==> src/rtl/cfu_initiator.sv <==
`default_nettype none
// +----------------------------------------------------------------------------+
// | cfu_initiator: tags core operations onto the CFU request channel and       |
// | retires out-of-order CFU responses back to the core in issue order.        |
// | Revision: 1.0                                                              |
// +----------------------------------------------------------------------------+
module cfu_initiator #(
  parameter int CFU_INTERFACE_ID_W = 16,
  parameter int CFU_FUNCTION_ID_W  = 16,
  parameter int CFU_REORDER_ID_W   = 8,
  parameter int CFU_REQ_RESP_ID_W  = 6,
  parameter int CFU_REQ_DATA_W     = 32,
  parameter int CFU_RESP_DATA_W    = CFU_REQ_DATA_W,
  parameter int CFU_ERROR_ID_W     = CFU_RESP_DATA_W,
  parameter int DEPTH              = 4
) (
  input  logic                          clock,
  input  logic                          reset,
  input  logic                          clock_en,
  input  logic                          cmd_valid,
  output logic                          cmd_ready,
  input  logic [CFU_INTERFACE_ID_W-1:0] cmd_interface_id,
  input  logic [CFU_FUNCTION_ID_W-1:0]  cmd_function_id,
  input  logic [CFU_REORDER_ID_W-1:0]   cmd_reorder_id,
  input  logic [2*CFU_REQ_DATA_W-1:0]   cmd_data,
  output logic                          req_valid,
  input  logic                          req_ready,
  output logic [CFU_INTERFACE_ID_W-1:0] req_interface_id,
  output logic [CFU_FUNCTION_ID_W-1:0]  req_function_id,
  output logic [CFU_REORDER_ID_W-1:0]   req_reorder_id,
  output logic [CFU_REQ_RESP_ID_W-1:0]  req_id,
  output logic [2*CFU_REQ_DATA_W-1:0]   req_data,
  input  logic                          resp_valid,
  output logic                          resp_ready,
  input  logic [CFU_REQ_RESP_ID_W-1:0]  resp_id,
  input  logic [CFU_RESP_DATA_W-1:0]    resp_data,
  input  logic                          resp_ok,
  input  logic [CFU_ERROR_ID_W-1:0]     resp_error_id,
  output logic                          ret_valid,
  input  logic                          ret_ready,
  output logic [CFU_RESP_DATA_W-1:0]    ret_data,
  output logic                          ret_ok,
  output logic [CFU_ERROR_ID_W-1:0]     ret_error_id,
  output logic [$clog2(DEPTH):0]        outstanding,
  output logic                          spurious
);

  localparam int PW = $clog2(DEPTH);

  logic [PW-1:0]              head_q, head_d, tail_q, tail_d;
  logic [PW:0]                count_q, count_d;
  logic [DEPTH-1:0]           busy_q, done_q, ok_q;
  logic [CFU_RESP_DATA_W-1:0] data_q [DEPTH];
  logic [CFU_ERROR_ID_W-1:0]  err_q  [DEPTH];
  logic                       spurious_q;

  logic          w_full, w_issue, w_resp, w_hit, w_retire;
  logic [PW-1:0] w_idx;

  assign w_full    = (count_q == (PW+1)'(DEPTH));
  assign req_valid = cmd_valid && !w_full && clock_en && reset;
  assign cmd_ready = req_ready && !w_full && clock_en && reset;
  assign w_issue   = cmd_valid && cmd_ready;

  assign req_interface_id = cmd_interface_id;
  assign req_function_id  = cmd_function_id;
  assign req_reorder_id   = cmd_reorder_id;
  assign req_data         = cmd_data;
  assign req_id           = CFU_REQ_RESP_ID_W'(tail_q);

  // Slots are reserved at issue, so responses never need back-pressure.
  assign resp_ready = clock_en && reset;
  assign w_resp     = resp_valid && resp_ready;
  assign w_idx      = resp_id[PW-1:0];
  assign w_hit      = ((resp_id >> PW) == '0) && busy_q[w_idx] && !done_q[w_idx];

  assign ret_valid    = busy_q[head_q] && done_q[head_q] && clock_en;
  assign ret_data     = data_q[head_q];
  assign ret_ok       = ok_q[head_q];
  assign ret_error_id = err_q[head_q];
  assign w_retire     = ret_valid && ret_ready;

  assign outstanding = count_q;
  assign spurious    = spurious_q;

  always_comb begin
    head_d  = w_retire ? head_q + 1'b1 : head_q;
    tail_d  = w_issue  ? tail_q + 1'b1 : tail_q;
    count_d = count_q;
    case ({w_issue, w_retire})
      2'b10:   count_d = count_q + 1'b1;
      2'b01:   count_d = count_q - 1'b1;
      default: count_d = count_q;
    endcase
  end

  always_ff @(posedge clock) begin
    if (!reset) begin
      head_q     <= '0;
      tail_q     <= '0;
      count_q    <= '0;
      busy_q     <= '0;
      done_q     <= '0;
      ok_q       <= '0;
      spurious_q <= 1'b0;
      for (int i = 0; i < DEPTH; i++) begin
        data_q[i] <= '0;
        err_q[i]  <= '0;
      end
    end else if (clock_en) begin
      head_q  <= head_d;
      tail_q  <= tail_d;
      count_q <= count_d;
      // Issue, capture and retire touch disjoint entries in any one cycle.
      if (w_issue) begin
        busy_q[tail_q] <= 1'b1;
        done_q[tail_q] <= 1'b0;
      end
      if (w_resp) begin
        if (w_hit) begin
          done_q[w_idx] <= 1'b1;
          ok_q[w_idx]   <= resp_ok;
          data_q[w_idx] <= resp_data;
          err_q[w_idx]  <= resp_error_id;
        end else begin
          spurious_q <= 1'b1;
        end
      end
      if (w_retire) begin
        busy_q[head_q] <= 1'b0;
        done_q[head_q] <= 1'b0;
      end
    end
  end

endmodule
`default_nettype wire

==> config.mk <==
export PLATFORM = sky130hd
export DESIGN_NAME = cfu_initiator
export DESIGN_NICKNAME = d
export VERILOG_FILES = /design/src/rtl/cfu_initiator.sv
export SDC_FILE = /design/constraint.sdc
export NUM_CORES = 1
export LEC_CHECK = 0
export BUFFER_PORTS_ARGS = -buffer_cell sky130_fd_sc_hd__buf_2
export CAP_MARGIN = 0
export CORE_ASPECT_RATIO = 0.9
export CORE_MARGIN = 5
export CORE_UTILIZATION = 42
export CTS_CLUSTER_DIAMETER = 120
export DETAILED_ROUTE_END_ITERATION = 16
export PLACE_DENSITY_LB_ADDON = 0.2
export SKIP_CTS_REPAIR_TIMING = 1
export SLEW_MARGIN = 0
export SYNTH_ARGS = -nofsm -noshare
export SYNTH_HDL_FRONTEND = slang
export SYNTH_SLANG_ARGS = --single-unit
==> constraint.sdc <==
create_clock -name clock -period 5.3 [get_ports clock]
set_input_delay 1.06 -clock clock [delete_from_list [all_inputs] [get_ports clock]]
set_output_delay 1.06 -clock clock [all_outputs]
set_load 0.02 [all_outputs]
==> out/qor.txt <==
Required @ worst endpoint = 4240 ps
Final hold vios = 0
Slew margin rel. = 28.07%
First-pass GRT wire length = 43850 um
Post-layout power = 4.622 mW
Worst r2r src = head_q[0]$_SDFFE_PN0P_
Min cycle time layout = 3750 ps
Cts bufs inserted = 30
Area growth syn-to-layout = 9.372%
Residual DRC = 0
Post-Route WL = 29060 um
Placer congestion estimate = 0.7381
CTS tree = built
Vias in the first global route = 7215
Worst clock skew = 12.04 ps
Largest net degree at the start of global routing = 68
Fin Hold WS = 456.8 ps
Path type of the worst setup path = register to primary output
Overflow left after global routing = 0
Cell family with most CP delay = flip-flops
Clk_lat worst skew = 550 ps
Critical path endpoint category = primary output
Layout cells sized above 1 = 29.55%
Die ar. = 34790 sq um
Core area = 30830 sq um
Yosys warns = 0
CTS HTree Levels = 1
Synth top area cells = edfxtp_1, and2_1, mux4_2
Worst VDD drop = 219.0 uV
Ys async rst share = 0%
Avg Cell Area, Syn = 14.99 sq um
Overall global routing resource usage = 16.37%
Max Cap Viol = 0
CP max-delay cell = dfxtp_4
CP Cell Sequence = buf_4 > mux4_2 > buf_2
Unique masters post-synth = 46
Routed Antenna Nets = 0
Starting Density = 42.43%
Max Clk Rate = 0.2667 GHz
#FFs+latches synth = 278
Endpoints failing setup = 0
Final HPWL DP = 16540 um
Via density = 5.026
Number of synthesized flops with an enable pin = 256
Setup TNS = 0 ps
Boundary pin count = 365
Top FF cell, synth = edfxtp_1
Leakage = 5.402 nW
Crit-path max FO = 43
Worst min path class = register to register
Initial antenna violation count = 3
Area leader, netlist = edfxtp_1
DP Area = 13390 sq um
Worst path max stage delay = 980 ps
Critical Path Source Type = register
Finished Cell Area = 14310 sq um
Via count = 6770
Final period utilization = 70.75%
Clk sinks = 278
Count leader, synth = and2_1
FF-to-FF End = outstanding[2]$_SDFFE_PN0P_
Port Buffer Count = 152
WHS Path Cells = 2
Critical Path Sink = ret_error_id[28]
RSZ-0062 raised after global routing = false
Initial DRT Pass Iterations = 4
Final design utilization = 46.41%
Arrival @ worst endpoint = 2690 ps
Final slew viol count = 0
Slew @ Worst Pin = 1079 ps
Per-cell routed wire length = 21.57 um
Outcome = finished clean
R2R depth = 10
Top cells by count, synth = and2_1, edfxtp_1, buf_4
Die Height = 177.4 um
Clk slew on worst S/H paths = 60 ps
Sequential cell area fraction in the yosys report = 62.12%
Mapped Cells = 873
Cell area after synthesis = 13080 sq um
Iteration-0 DRC Markers = 369
CTS max path bufs = 3
Clk root buf = clkbuf_16
Synth top area share = 58.75%
Rows = 61
Crit path buffers/inverters = 2
Stages on worst setup path = 3
Cell Pwr Density = 323.0 nW/um^2
Nets = 1103
Die width = 196.0 um
FF-to-FF setup slack = 2710 ps
## kinds of logic (layout without fill, tap and decap cells)
| logic type | count (synthesis) | count (layout) | synth area share, % |
|---|---|---|---|
| AO/OA/AOI/OAI | 26 | 26 | 1.339 |
| XOR/XNOR | 4 | 4 | 0.2678 |
| adder cells (fa/ha/maj) | 10 | 10 | 1.014 |
| buffers and inverters | 167 | 225 | 8.530 |
| flip-flops | 278 | 278 | 62.12 |
| multiplexers | 67 | 67 | 11.34 |
| other | 1 | 8 | 0.02866 |
| AND/OR/NAND/NOR | 320 | 320 | 15.36 |
## where the power goes
group | switching (mW) | internal, mW | total (mW) | leakage [nW]
Sequential | 0.0181 | 2.46 | 2.47 | 2.82
Clock | 0.826 | 1.13 | 1.96 | 0.441
Combinational | 0.128 | 0.0647 | 0.192 | 2.14
## stage by stage
stage               std cells  setup slack [ps]
floorplan                 876              1216
global placement         1288              1698
detailed placement       1288              1686
CTS                      1343              1401
global route             1346              1321
finish                   1347              1550
## per-layer routing
metal  global-route usage [%]  vias up  wire length (um)  share of wire (%)
li1                         -     3110                 -                  -
met1                    21.46     3361             12040                 41
met2                    28.00      206             14580                 50
met3                    2.961       93              1586                5.5
met4                    5.061        0               849                2.9
met5                        0        -                 0                  0
## cells in the final DEF, fill, tap and decap left out, types with 4 or more instances in the layout
cell type	count
a21oi_1	7
ha_1	9
a31oi_1	5
and2_1	258
edfxtp_1	256
inv_1	10
clkbuf_1	8
nand2_1	19
clkinv_1	12
nor2_1	5
conb_1	4
buf_4	8
a22oi_1	4
clkbuf_16	30
mux4_2	65
and3_1	4
buf_2	152
nand3_1	8
diode_2	4
dfxtp_1	20
## worst min path at each step
stage,endpoint,slack [ps],start
global placement,ok_q[1]$_SDFFE_PN0P_,450,ok_q[1]$_SDFFE_PN0P_
floorplan,ok_q[2]$_SDFFE_PN0P_,430,ok_q[2]$_SDFFE_PN0P_
detailed placement,ok_q[1]$_SDFFE_PN0P_,450,ok_q[1]$_SDFFE_PN0P_
global route,ok_q[1]$_SDFFE_PN0P_,480,ok_q[1]$_SDFFE_PN0P_
finish,ok_q[0]$_SDFFE_PN0P_,460,ok_q[0]$_SDFFE_PN0P_
CTS,ok_q[1]$_SDFFE_PN0P_,460,ok_q[1]$_SDFFE_PN0P_
## worst min-delay path, stage by stage, from the launching register on
cell and delay, ps:
dfxtp_1 310, nand2_1 50, o21ai_0 50
## sequential cells by signal, summed over array words and instances, names as in the netlist, named ones only
register	count
tail_q	2
data_q	128
ok_q	4
err_q	128
head_q	2
busy_q	4
done_q	4
spurious	1
outstanding	3
## cell type report
| cell class | count | area [sq um] |
|---|---|---|
| Clock inverter | 17 | 131.4 |
| Inverter | 10 | 37.54 |
| Multi-Input combinational cell | 431 | 3882 |
| Tap cell | 409 | 511.7 |
| Fill cell | 2748 | 16520 |
| Timing Repair Buffer | 160 | 820.8 |
| Clock buffer | 38 | 780.7 |
| Sequential cell | 278 | 8135 |
| Antenna cell | 4 | 10.01 |
(Power assumes the default switching activity.)
